## config.mk

```make
export PLATFORM = sky130hd
export DESIGN_NAME = conv_window_scheduler
export DESIGN_NICKNAME = d
export VERILOG_FILES = /design/src/rtl/conv_pkg.sv /design/src/rtl/conv_window_scheduler_pos_counter.sv /design/src/rtl/conv_window_scheduler.sv
export SDC_FILE = /design/constraint.sdc
export NUM_CORES = 1
export LEC_CHECK = 0
export CAP_MARGIN = 15
export CORE_MARGIN = 2
export CORE_UTILIZATION = 53
export DETAILED_ROUTE_END_ITERATION = 10
export PLACE_DENSITY = 0.85
export SLEW_MARGIN = 10
export SYNTH_ARGS = -nofsm -noshare
export SYNTH_HDL_FRONTEND = slang
export SYNTH_SLANG_ARGS = --single-unit
```

## constraint.sdc

```tcl
create_clock -name clk -period 3.2 [get_ports clk]
set_input_delay 0.64 -clock clk [delete_from_list [all_inputs] [get_ports clk]]
set_output_delay 0.64 -clock clk [all_outputs]
set_load 0.03 [all_outputs]
```

## src/rtl/conv_pkg.sv

```systemverilog
// Shared constants for the convolution window scheduler: FSM state codes,
// the index width used toward the PE control, and the output-dimension helper.
package conv_pkg;

    // Width of every position/index bus exchanged with the PE side.
    localparam int IDX_W = 32;

    // Scheduler FSM state encoding.
    localparam logic [2:0] ST_IDLE      = 3'd0;
    localparam logic [2:0] ST_LAUNCH    = 3'd1;
    localparam logic [2:0] ST_WAIT_ACK  = 3'd2;
    localparam logic [2:0] ST_WAIT_DONE = 3'd3;
    localparam logic [2:0] ST_STORE     = 3'd4;
    localparam logic [2:0] ST_FINISH    = 3'd5;

    // Number of window positions along one axis for a valid (unpadded) convolution.
    function automatic int out_dim(input int img, input int kernel, input int stride);
        return (img - kernel) / stride + 1;
    endfunction

endpackage

```

## src/rtl/conv_window_scheduler_pos_counter.sv

```systemverilog
// Window position counter: tracks the top-left image coordinate of the current
// window and its linear output address, row-major over OUT_H x OUT_W positions.
module conv_pos_counter
    import conv_pkg::*;
#(
    parameter int OUT_H  = 3,
    parameter int OUT_W  = 3,
    parameter int STRIDE = 1
) (
    input  logic             clk,
    input  logic             rst,
    input  logic             clr_i,
    input  logic             adv_i,
    output logic [IDX_W-1:0] win_row_o,
    output logic [IDX_W-1:0] win_col_o,
    output logic [IDX_W-1:0] out_idx_o,
    output logic             is_last_o
);

    localparam logic [IDX_W-1:0] ZERO     = {IDX_W{1'b0}};
    localparam logic [IDX_W-1:0] ONE      = {{(IDX_W-1){1'b0}}, 1'b1};
    localparam logic [IDX_W-1:0] STEP     = IDX_W'(STRIDE);
    localparam logic [IDX_W-1:0] COL_LAST = IDX_W'((OUT_W - 1) * STRIDE);
    localparam logic [IDX_W-1:0] ROW_LAST = IDX_W'((OUT_H - 1) * STRIDE);

    logic [IDX_W-1:0] row_q, row_d;
    logic [IDX_W-1:0] col_q, col_d;
    logic [IDX_W-1:0] idx_q, idx_d;

    // Next position: clear to origin, step along the row with wrap to the next row, or hold.
    always_comb begin
        row_d = row_q;
        col_d = col_q;
        idx_d = idx_q;
        if (clr_i) begin
            row_d = ZERO;
            col_d = ZERO;
            idx_d = ZERO;
        end else if (adv_i) begin
            if (col_q == COL_LAST) begin
                col_d = ZERO;
                row_d = row_q + STEP;
            end else begin
                col_d = col_q + STEP;
                row_d = row_q;
            end
            idx_d = idx_q + ONE;
        end else begin
            row_d = row_q;
            col_d = col_q;
            idx_d = idx_q;
        end
    end

    // Position registers; values persist after a frame until the next clear.
    always_ff @(posedge clk or negedge rst) begin
        if (!rst) begin
            row_q <= ZERO;
            col_q <= ZERO;
            idx_q <= ZERO;
        end else begin
            row_q <= row_d;
            col_q <= col_d;
            idx_q <= idx_d;
        end
    end

    assign win_row_o = row_q;
    assign win_col_o = col_q;
    assign out_idx_o = idx_q;
    assign is_last_o = (row_q == ROW_LAST) && (col_q == COL_LAST);

endmodule

```

## src/rtl/conv_window_scheduler.sv

```systemverilog
// Convolution window scheduler: walks every output position of a frame, starts
// the PE on each window, follows its done level, and writes one result per
// position under valid/ready backpressure.
// Optional build macro SCHED_WATCHDOG_EN adds a PE-hang watchdog driving err.
module conv_window_scheduler
    import conv_pkg::*;
#(
    parameter int IMG_H       = 6,
    parameter int IMG_W       = 6,
    parameter int KERNEL_SIZE = 4,
    parameter int STRIDE      = 1
) (
    input  logic        clk,
    input  logic        rst,
    input  logic        go,
    input  logic        pe_done,
    output logic        pe_start,
    output logic [31:0] win_row,
    output logic [31:0] win_col,
    output logic [31:0] out_idx,
    output logic        out_we,
    input  logic        out_ready,
    output logic        busy,
    output logic        frame_done,
    output logic        err
);

    localparam int OUT_H = out_dim(IMG_H, KERNEL_SIZE, STRIDE);
    localparam int OUT_W = out_dim(IMG_W, KERNEL_SIZE, STRIDE);

    logic [2:0] state_q, state_d;
    logic       clr_s;
    logic       adv_s;
    logic       is_last_s;
    logic       wd_tmo_s;
    logic       pe_start_q;
    logic       out_we_q;
    logic       busy_q;
    logic       frame_done_q;

    conv_pos_counter #(
        .OUT_H  (OUT_H),
        .OUT_W  (OUT_W),
        .STRIDE (STRIDE)
    ) u_pos (
        .clk       (clk),
        .rst       (rst),
        .clr_i     (clr_s),
        .adv_i     (adv_s),
        .win_row_o (win_row),
        .win_col_o (win_col),
        .out_idx_o (out_idx),
        .is_last_o (is_last_s)
    );

    // Sequencing FSM: launch, wait for PE to drop then raise done, store, repeat.
    always_comb begin
        state_d = state_q;
        clr_s   = 1'b0;
        adv_s   = 1'b0;
        case (state_q)
            ST_IDLE: begin
                if (go && pe_done) begin
                    clr_s   = 1'b1;
                    state_d = ST_LAUNCH;
                end else begin
                    state_d = ST_IDLE;
                end
            end
            ST_LAUNCH: begin
                state_d = ST_WAIT_ACK;
            end
            ST_WAIT_ACK: begin
                // The PE may still show done in the cycle it samples start.
                if (!pe_done) begin
                    state_d = ST_WAIT_DONE;
                end else if (wd_tmo_s) begin
                    state_d = ST_FINISH;
                end else begin
                    state_d = ST_WAIT_ACK;
                end
            end
            ST_WAIT_DONE: begin
                if (pe_done) begin
                    state_d = ST_STORE;
                end else if (wd_tmo_s) begin
                    state_d = ST_FINISH;
                end else begin
                    state_d = ST_WAIT_DONE;
                end
            end
            ST_STORE: begin
                if (out_ready) begin
                    if (is_last_s) begin
                        state_d = ST_FINISH;
                    end else begin
                        adv_s   = 1'b1;
                        state_d = ST_LAUNCH;
                    end
                end else begin
                    state_d = ST_STORE;
                end
            end
            ST_FINISH: begin
                state_d = ST_IDLE;
            end
            default: begin
                state_d = ST_IDLE;
            end
        endcase
    end

    // State register.
    always_ff @(posedge clk or negedge rst) begin
        if (!rst) begin
            state_q <= ST_IDLE;
        end else begin
            state_q <= state_d;
        end
    end

    // Registered control outputs decoded from the next state, so each is a flop output.
    always_ff @(posedge clk or negedge rst) begin
        if (!rst) begin
            pe_start_q   <= 1'b0;
            out_we_q     <= 1'b0;
            busy_q       <= 1'b0;
            frame_done_q <= 1'b0;
        end else begin
            pe_start_q   <= (state_d == ST_LAUNCH);
            out_we_q     <= (state_d == ST_STORE);
            busy_q       <= (state_d != ST_IDLE);
            frame_done_q <= (state_d == ST_FINISH);
        end
    end

    assign pe_start   = pe_start_q;
    assign out_we     = out_we_q;
    assign busy       = busy_q;
    assign frame_done = frame_done_q;

`ifdef SCHED_WATCHDOG_EN
    // Timeout fires on the last counted cycle so err/frame_done appear K*K+8 cycles after WAIT_ACK entry.
    localparam logic [15:0] WD_LAST = 16'(KERNEL_SIZE * KERNEL_SIZE + 7);

    logic [15:0] wd_q, wd_d;
    logic        err_q, err_d;
    logic        wd_fire_s;

    assign wd_tmo_s  = (wd_q == WD_LAST);
    assign wd_fire_s = wd_tmo_s && (state_d == ST_FINISH) &&
                       ((state_q == ST_WAIT_ACK) || (state_q == ST_WAIT_DONE));

    // Watchdog count: zeroed on the way into WAIT_ACK, counts while waiting on the PE.
    always_comb begin
        wd_d = wd_q;
        if (state_q == ST_LAUNCH) begin
            wd_d = 16'd0;
        end else if ((state_q == ST_WAIT_ACK) || (state_q == ST_WAIT_DONE)) begin
            wd_d = wd_q + 16'd1;
        end else begin
            wd_d = wd_q;
        end
    end

    // Sticky error: set by a watchdog abort, cleared when the next frame is accepted.
    always_comb begin
        err_d = err_q;
        if (clr_s) begin
            err_d = 1'b0;
        end else if (wd_fire_s) begin
            err_d = 1'b1;
        end else begin
            err_d = err_q;
        end
    end

    // Watchdog and error registers.
    always_ff @(posedge clk or negedge rst) begin
        if (!rst) begin
            wd_q  <= 16'd0;
            err_q <= 1'b0;
        end else begin
            wd_q  <= wd_d;
            err_q <= err_d;
        end
    end

    assign err = err_q;
`else
    assign wd_tmo_s = 1'b0;
    assign err      = 1'b0;
`endif

endmodule

```

==> out/qor.yml, run 1 <==
status:
  outcome: "complete, no violations"
sta:
  skew_ns: 0.0148
  setup_viol: 0
  whs_ns: 0.262
  max_freq_mhz: 350
  hold_viol_final: 0
  max-slew-margin-rel_pct: 54.4
  rsz0062_at_grt: "no"
  slew_viol_final: 0
  worst_pin_slew_ns: 0.683
  fin_tns_setup_ns: 0
  setup_slack_ns: 0.342
  fin_crit_sh_pct: 89.3
  min_period_ns: 2.86
hold_path:
  hold_class: "input pin to async pin"
cts:
  cts_resized: 0
  cts_buffer_depth: 2
  clk_pin_slew_ns: 0.10
  post_cts_buffers: 0
  cts-hold-fix-buffers: 0
  cts_root_buf: "clkbuf_8"
  cts_tree: "built"
  clock_latency_ns: 0.37
  cts_sinks: 103
  htreeDepth: 3
  cts_made_buffers: 9
critical_path:
  cpPeakStageDelay_ns: 0.58
  cp-start-kind: "flip-flop"
  r2r-start: "u_pos.win_row_o[0]"
  r2r-end: "u_pos.win_col_o[24]"
  path_max_fanout: 23
  critPathRequiredTime_ns: 3.49
  crit_path_end_kind: "flip-flop"
  crit_top_cell: "buf_4"
  crit_arrival_ns: 3.14
  reg2regPathDepth: 10
  crit_slowest_cell: "or3_1"
  worstPathBufferInverterCount: 3
  cp_top_family: "simple AND/OR/NAND/NOR gates"
  critPathKind: "flip-flop to flip-flop"
  r2r_slack_ns: 0.34
  crit_chain: "inv_1 -> ha_1 -> nor4b_1 -> nand4_1 -> or3_1 -> buf_4 -> o21ai_2 -> buf_4 -> nand2_1 -> a31oi_1"
power:
  finalPower_mw: 2.57
  p_leak_nw: 2.77
  ir_drop_uv: 214
  p_per_area_nw_per_um2: 370
floorplan:
  pin_count: 106
  coreArea_um2: 10200
  start_util_pct: 54.2
  dieArea_um2: 11300
  fp.dieW_um: 106
  rows: 37
  fp.dieH_um: 106
placement:
  pre_cts_ws_ns: 0.335
  placed_area_um2: 6750
  port_buffers: 104
  dp_cells: 825
  place_congestion: 0.919
  hpwl_mm: 10.3
global_routing:
  grt_max_degree: 47
  grt_antenna_before_repair: 0
  gr-usage-met3_pct: 3.62
  grt_pass1_wl_mm: 23.5
  overflow: 0
  use_met1_pct: 34.6
  use_met2_pct: 41.8
  grt_usage_pct: 25.4
  grt.busiest_layer: "met2"
  grt_pass1_vias: 4884
synthesis:
  synthTopCellsByArea: "dfrtp_1 46%, a21oi_1 4.0%, nor2_1 3.7%, nand3_1 3.4%, or3_1 3.4%"
  syn_area_um2: 5550
  ys_seq_area_share_pct: 46.4
  synth.distinct_cells: 54
  yosys_warnings: 0
  synth-edff-count: 0
  synth_flop_cell: "dfrtp_1"
  avgSynthCellArea_um2: 9.34
  synth_seq_cells: 103
  synth_top_area_share_pct: 46.4
  syn_nets: 604
  postSynth.asyncResetShare_pct: 100
  yosysTopAreaCell: "dfrtp_1"
  synth_cells: 594
routing:
  wirelength_mm: 14.2
  routedWlPerCell_um: 16.9
  dr.first_iter.drc_count: 282
  antenna_left: 0
  dr.pass1.iters: 5
  vias: 5196
  vias_per_cell: 6.18
  drc: 0
finish:
  final_net_count: 710
  area_growth_pct: 25.1
  finalInstanceArea_um2: 6940
  layout_common_cells: "103 x dfrtp_1, 103 x clkdlybuf4s50_1, 55 x nor2_1"
  instances_no_fill: 841
  drive_above_1_share_pct: 7.23
  fin_util_pct: 67.9
  fill_cells: 787
  n_antenna_cell: 0
flow_run:
  maxCapViolCount: 0
[metal layers]
metal	vias to the layer above	routed length, um
li1	2424	-
met3	26	858
met4	0	265
met1	2541	6160
met2	205	6900
met5	-	0
[cell type report]
cell class | instances | area, um^2 | share of cell area [%]
clock buffers | 10 | 138 | 1.98
clock inverters | 6 | 53.8 | 0.775
inverters | 10 | 37.5 | 0.541
multi-input cells | 455 | 2800 | 40.3
flip-flops and latches | 103 | 2580 | 37.1
well taps | 136 | 170 | 2.45
repair buffers | 121 | 1170 | 16.8
[how the worst max path moves through the flow]
stage,start,cells past startpoint,slack (ns),end
2_1_floorplan,u_pos.win_col_o[1],10,0.76,u_pos.out_idx_o[1]
4_1_cts,u_pos.win_row_o[0],10,0.40,u_pos.win_col_o[24]
5_1_grt,u_pos.win_row_o[0],10,0.16,u_pos.win_col_o[24]
3_3_place_gp,out_ready,7,0.42,u_pos.win_row_o[26]
6_report,u_pos.win_row_o[0],10,0.34,u_pos.win_col_o[24]
3_5_place_dp,out_ready,7,0.33,u_pos.win_row_o[26]
[state kept, by name, indices dropped and copies added (netlist names)]
register,flops
busy,1
pe_start,1
state_q,3
frame_done,1
out_we,1
u_pos.win_col_o,32
u_pos.out_idx_o,32
u_pos.win_row_o,32
[cells in the mapped netlist (all sizes together) (2+ instances only)]
cell,count
nor2,55
or2,2
and4bb,2
and3,14
or3,30
nand3,38
ha,5
nor4b,5
o41ai,2
o2111ai,4
o31ai,15
nand4,27
or4,18
nor4,25
mux2i,2
dfrtp,103
o21ai,34
a21oi,44
xor2,20
clkbuf,10
buf,16
xnor2,19
and4,8
or4b,2
and2,9
nor3,10
nand2,49
inv,10
o211ai,5
[report_power, final]
part / internal, mW / total, mW / switching (mW)
Clock: 0.317 / 0.797 / 0.480
Combinational: 0.122 / 0.384 / 0.262
Sequential: 1.34 / 1.39 / 0.0479
[cell families after synthesis]
logic type                 after synthesis  synth area share, %
buffers and inverters                   36                 3.11
muxes                                    3                0.564
AOI/OAI and AO/OA                      110                 11.7
adders and majority gates                5                 1.13
other                                    1               0.0676
DFF                                    103                 46.4
and+or+nand+nor                        297                 30.8
xor gates and xnor gates                39                 6.16
(Power assumes the default switching activity.)
==> run 2, diff against run 1 <==
Settings changed: CORE_MARGIN 2 to default.
==> run 2 against run 1 <==
Register-to-register slack better by 0.05 ns. Combinational power rose by 2%. Critical path type unchanged. Largest cell class unchanged. Sequential share of layout area is 0.10 points higher. Global-route usage rose by 2.0 points. Clock-buffer cell count is 1 higher. Critical endpoint is now u_pos.win_row_o[26]. Fmax is 1.6% higher.
==> out/qor.yml, run 2 (synthesis results as in run 1) <==
placement:
  port_buffers: 104  # unchanged
  hpwl_mm: 10.1  # -1.8%
  placed_area_um2: 6750  # about the same
  dp_cells: 820  # -0.61%
  pre_cts_ws_ns: 0.320  # -0.0149 ns
  place_congestion: 0.896  # -2.5%
routing:
  vias: 5245  # +0.94%
  met1_length_mm: 6.09  # -1.1%
  routed.top_layer: "met4"
  wl_met2_mm: 7.07  # +2.4%
  antenna_left: 0  # unchanged
  drc: 0  # unchanged
  dr.first_iter.drc_count: 348  # +23%
  vias_per_cell: 6.28  # +1.7%
  routedWlPerCell_um: 17.4  # +3.0%
  dr.pass1.iters: 5  # unchanged
  wirelength_mm: 14.5  # +2.2%
  dr_wl_met3_um: 966  # +13%
critical_path:
  crit_chain: "inv_1 -> ha_1 -> nor4b_2 -> nand4_1 -> nor4_4 -> nand2_2 -> or4_1 -> a21oi_1"
  reg2regPathDepth: 8  # -2
  crit_path_end_kind: "flip-flop"
  cp-start-kind: "flip-flop"
  crit_slowest_cell: "nor4_4"
  critPathKind: "flip-flop to flip-flop"
  crit_start: "u_pos.win_col_o[0]"
  r2r-end: "u_pos.win_row_o[26]"
  path_max_fanout: 14  # -39%
  r2r_slack_ns: 0.39  # +0.05 ns
  critPathRequiredTime_ns: 3.50  # about the same
  cpPeakStageDelay_ns: 0.54  # -0.04 ns
  crit_arrival_ns: 3.11  # -0.03 ns
  r2r-start: "u_pos.win_col_o[0]"
global_routing:
  grt_antenna_before_repair: 0  # unchanged
  overflow: 0  # unchanged
  grt_pass1_vias: 4911  # +0.55%
  grt_usage_pct: 27.4  # +2.0 points
  grt_pass1_wl_mm: 24.4  # +3.8%
  grt_max_degree: 55  # +17%
cts:
  clock_latency_ns: 0.37  # about the same
  cts_tree: "built"
  cts_root_buf: "clkbuf_8"
  htreeDepth: 3  # unchanged
  clk_pin_slew_ns: 0.10  # about the same
  cts-hold-fix-buffers: 0  # unchanged
  post_cts_buffers: 0  # unchanged
  cts_buffer_depth: 2  # unchanged
  cts_sinks: 103  # unchanged
  cts_resized: 0  # unchanged
  cts_made_buffers: 9  # unchanged
floorplan:
  pin_count: 106  # unchanged
  fp.dieH_um: 104  # -1.9%
  start_util_pct: 55.7  # +1.5 points
  fp.dieW_um: 104  # -1.9%
  rows: 36  # -2.7%
  dieArea_um2: 10900  # -3.7%
  coreArea_um2: 9950  # -2.7%
sta:
  worst_pin_slew_ns: 0.820  # +0.137 ns
  setup_slack_ns: 0.387  # +0.0459 ns
  slew_viol_final: 0  # unchanged
  rsz0062_at_grt: "no"
  fin_crit_sh_pct: 87.9  # -1.4 points
  max_freq_mhz: 356  # +1.6%
  fin_tns_setup_ns: 0  # unchanged
  hold_viol_final: 0  # unchanged
  max-slew-margin-rel_pct: 45.3  # -9.1 points
  whs_ns: 0.288  # +0.0267 ns
  skew_ns: 0.0130  # -0.00175 ns
  min_period_ns: 2.81  # -0.0459 ns
  setup_viol: 0  # unchanged
power:
  p_leak_nw: 2.76  # -0.41%
  p_per_area_nw_per_um2: 372  # +0.41%
  ir_drop_uv: 365  # +70%
  finalPower_mw: 2.58  # +0.14%
finish:
  finalInstanceArea_um2: 6920  # -0.27%
  fin_util_pct: 69.6  # +1.7 points
  area_growth_pct: 24.8
  layout.area.seq_um2: 2580  # unchanged
  fill_cells: 734  # -6.7%
  n_antenna_cell: 0  # unchanged
  drive_above_1_share_pct: 6.55  # -0.68 points
  multi_input_area_um2: 2800  # unchanged
  instances_no_fill: 835  # -0.71%
  layout_common_cells: "103 x dfrtp_1, 103 x clkdlybuf4s50_1, 55 x nor2_1"
  final_net_count: 708  # -0.28%
flow_run:
  maxCapViolCount: 0  # unchanged
status:
  outcome: "complete, no violations"
hold_path:
  hold_class: "input pin to async pin"
run 2: changes by cell type in the layout (fill, tap and decap cells not counted), sizes merged:
cell and delta:
clkbuf +1, inv -2, buf -2, clkinv -1
bufinv +1
run 2: cell type report:
cell class / count / share of cell area [%]
Multi-Input combinational cell: 455 / 40.4
Sequential cell: 103 / 37.2
Timing Repair Buffer: 119 / 16.8
Tap cell: 133 / 2.40
Clock buffer: 11 / 1.90
Clock inverter: 4 / 0.687
Inverter: 10 / 0.542
run 2: worst max-delay path by stage:
| stage | end | slack [ns] | cells past startpoint |
|---|---|---|---|
| after floorplan | u_pos.out_idx_o[1] | 0.76 | 10 |
| after detailed placement | u_pos.win_row_o[26] | 0.32 | 7 |
| after CTS | u_pos.win_row_o[26] | 0.43 | 8 |
| after global routing | u_pos.win_row_o[26] | 0.26 | 8 |
| after global placement | u_pos.win_row_o[26] | 0.41 | 7 |
| final | u_pos.win_row_o[26] | 0.39 | 8 |
run 2: where the power goes:
group / switching, mW / internal, mW / total [mW]
Sequential: 0.0443 / 1.34 / 1.39
Clock: 0.441 / 0.356 / 0.798
Combinational: 0.268 / 0.123 / 0.391
Total: 0.754 / 1.82 / 2.58
run 2: worst max-delay path, delay by kind of cell, from the launching register on:
kind | cells | cell delay, ns
DFF | 1 | 0.47
AOI/OAI and AO/OA | 1 | 0.15
and+or+nand+nor | 5 | 1.89
adders and majority gates | 1 | 0.15
buffers and inverters | 1 | 0.09
run 2: layer usage:
metal / vias up / track usage [%]
met2: 246 / 44.2
li1: 2414 / -
met4: 0 / 11.0
met1: 2547 / 37.3
met5: - / 0
met3: 38 / 3.63
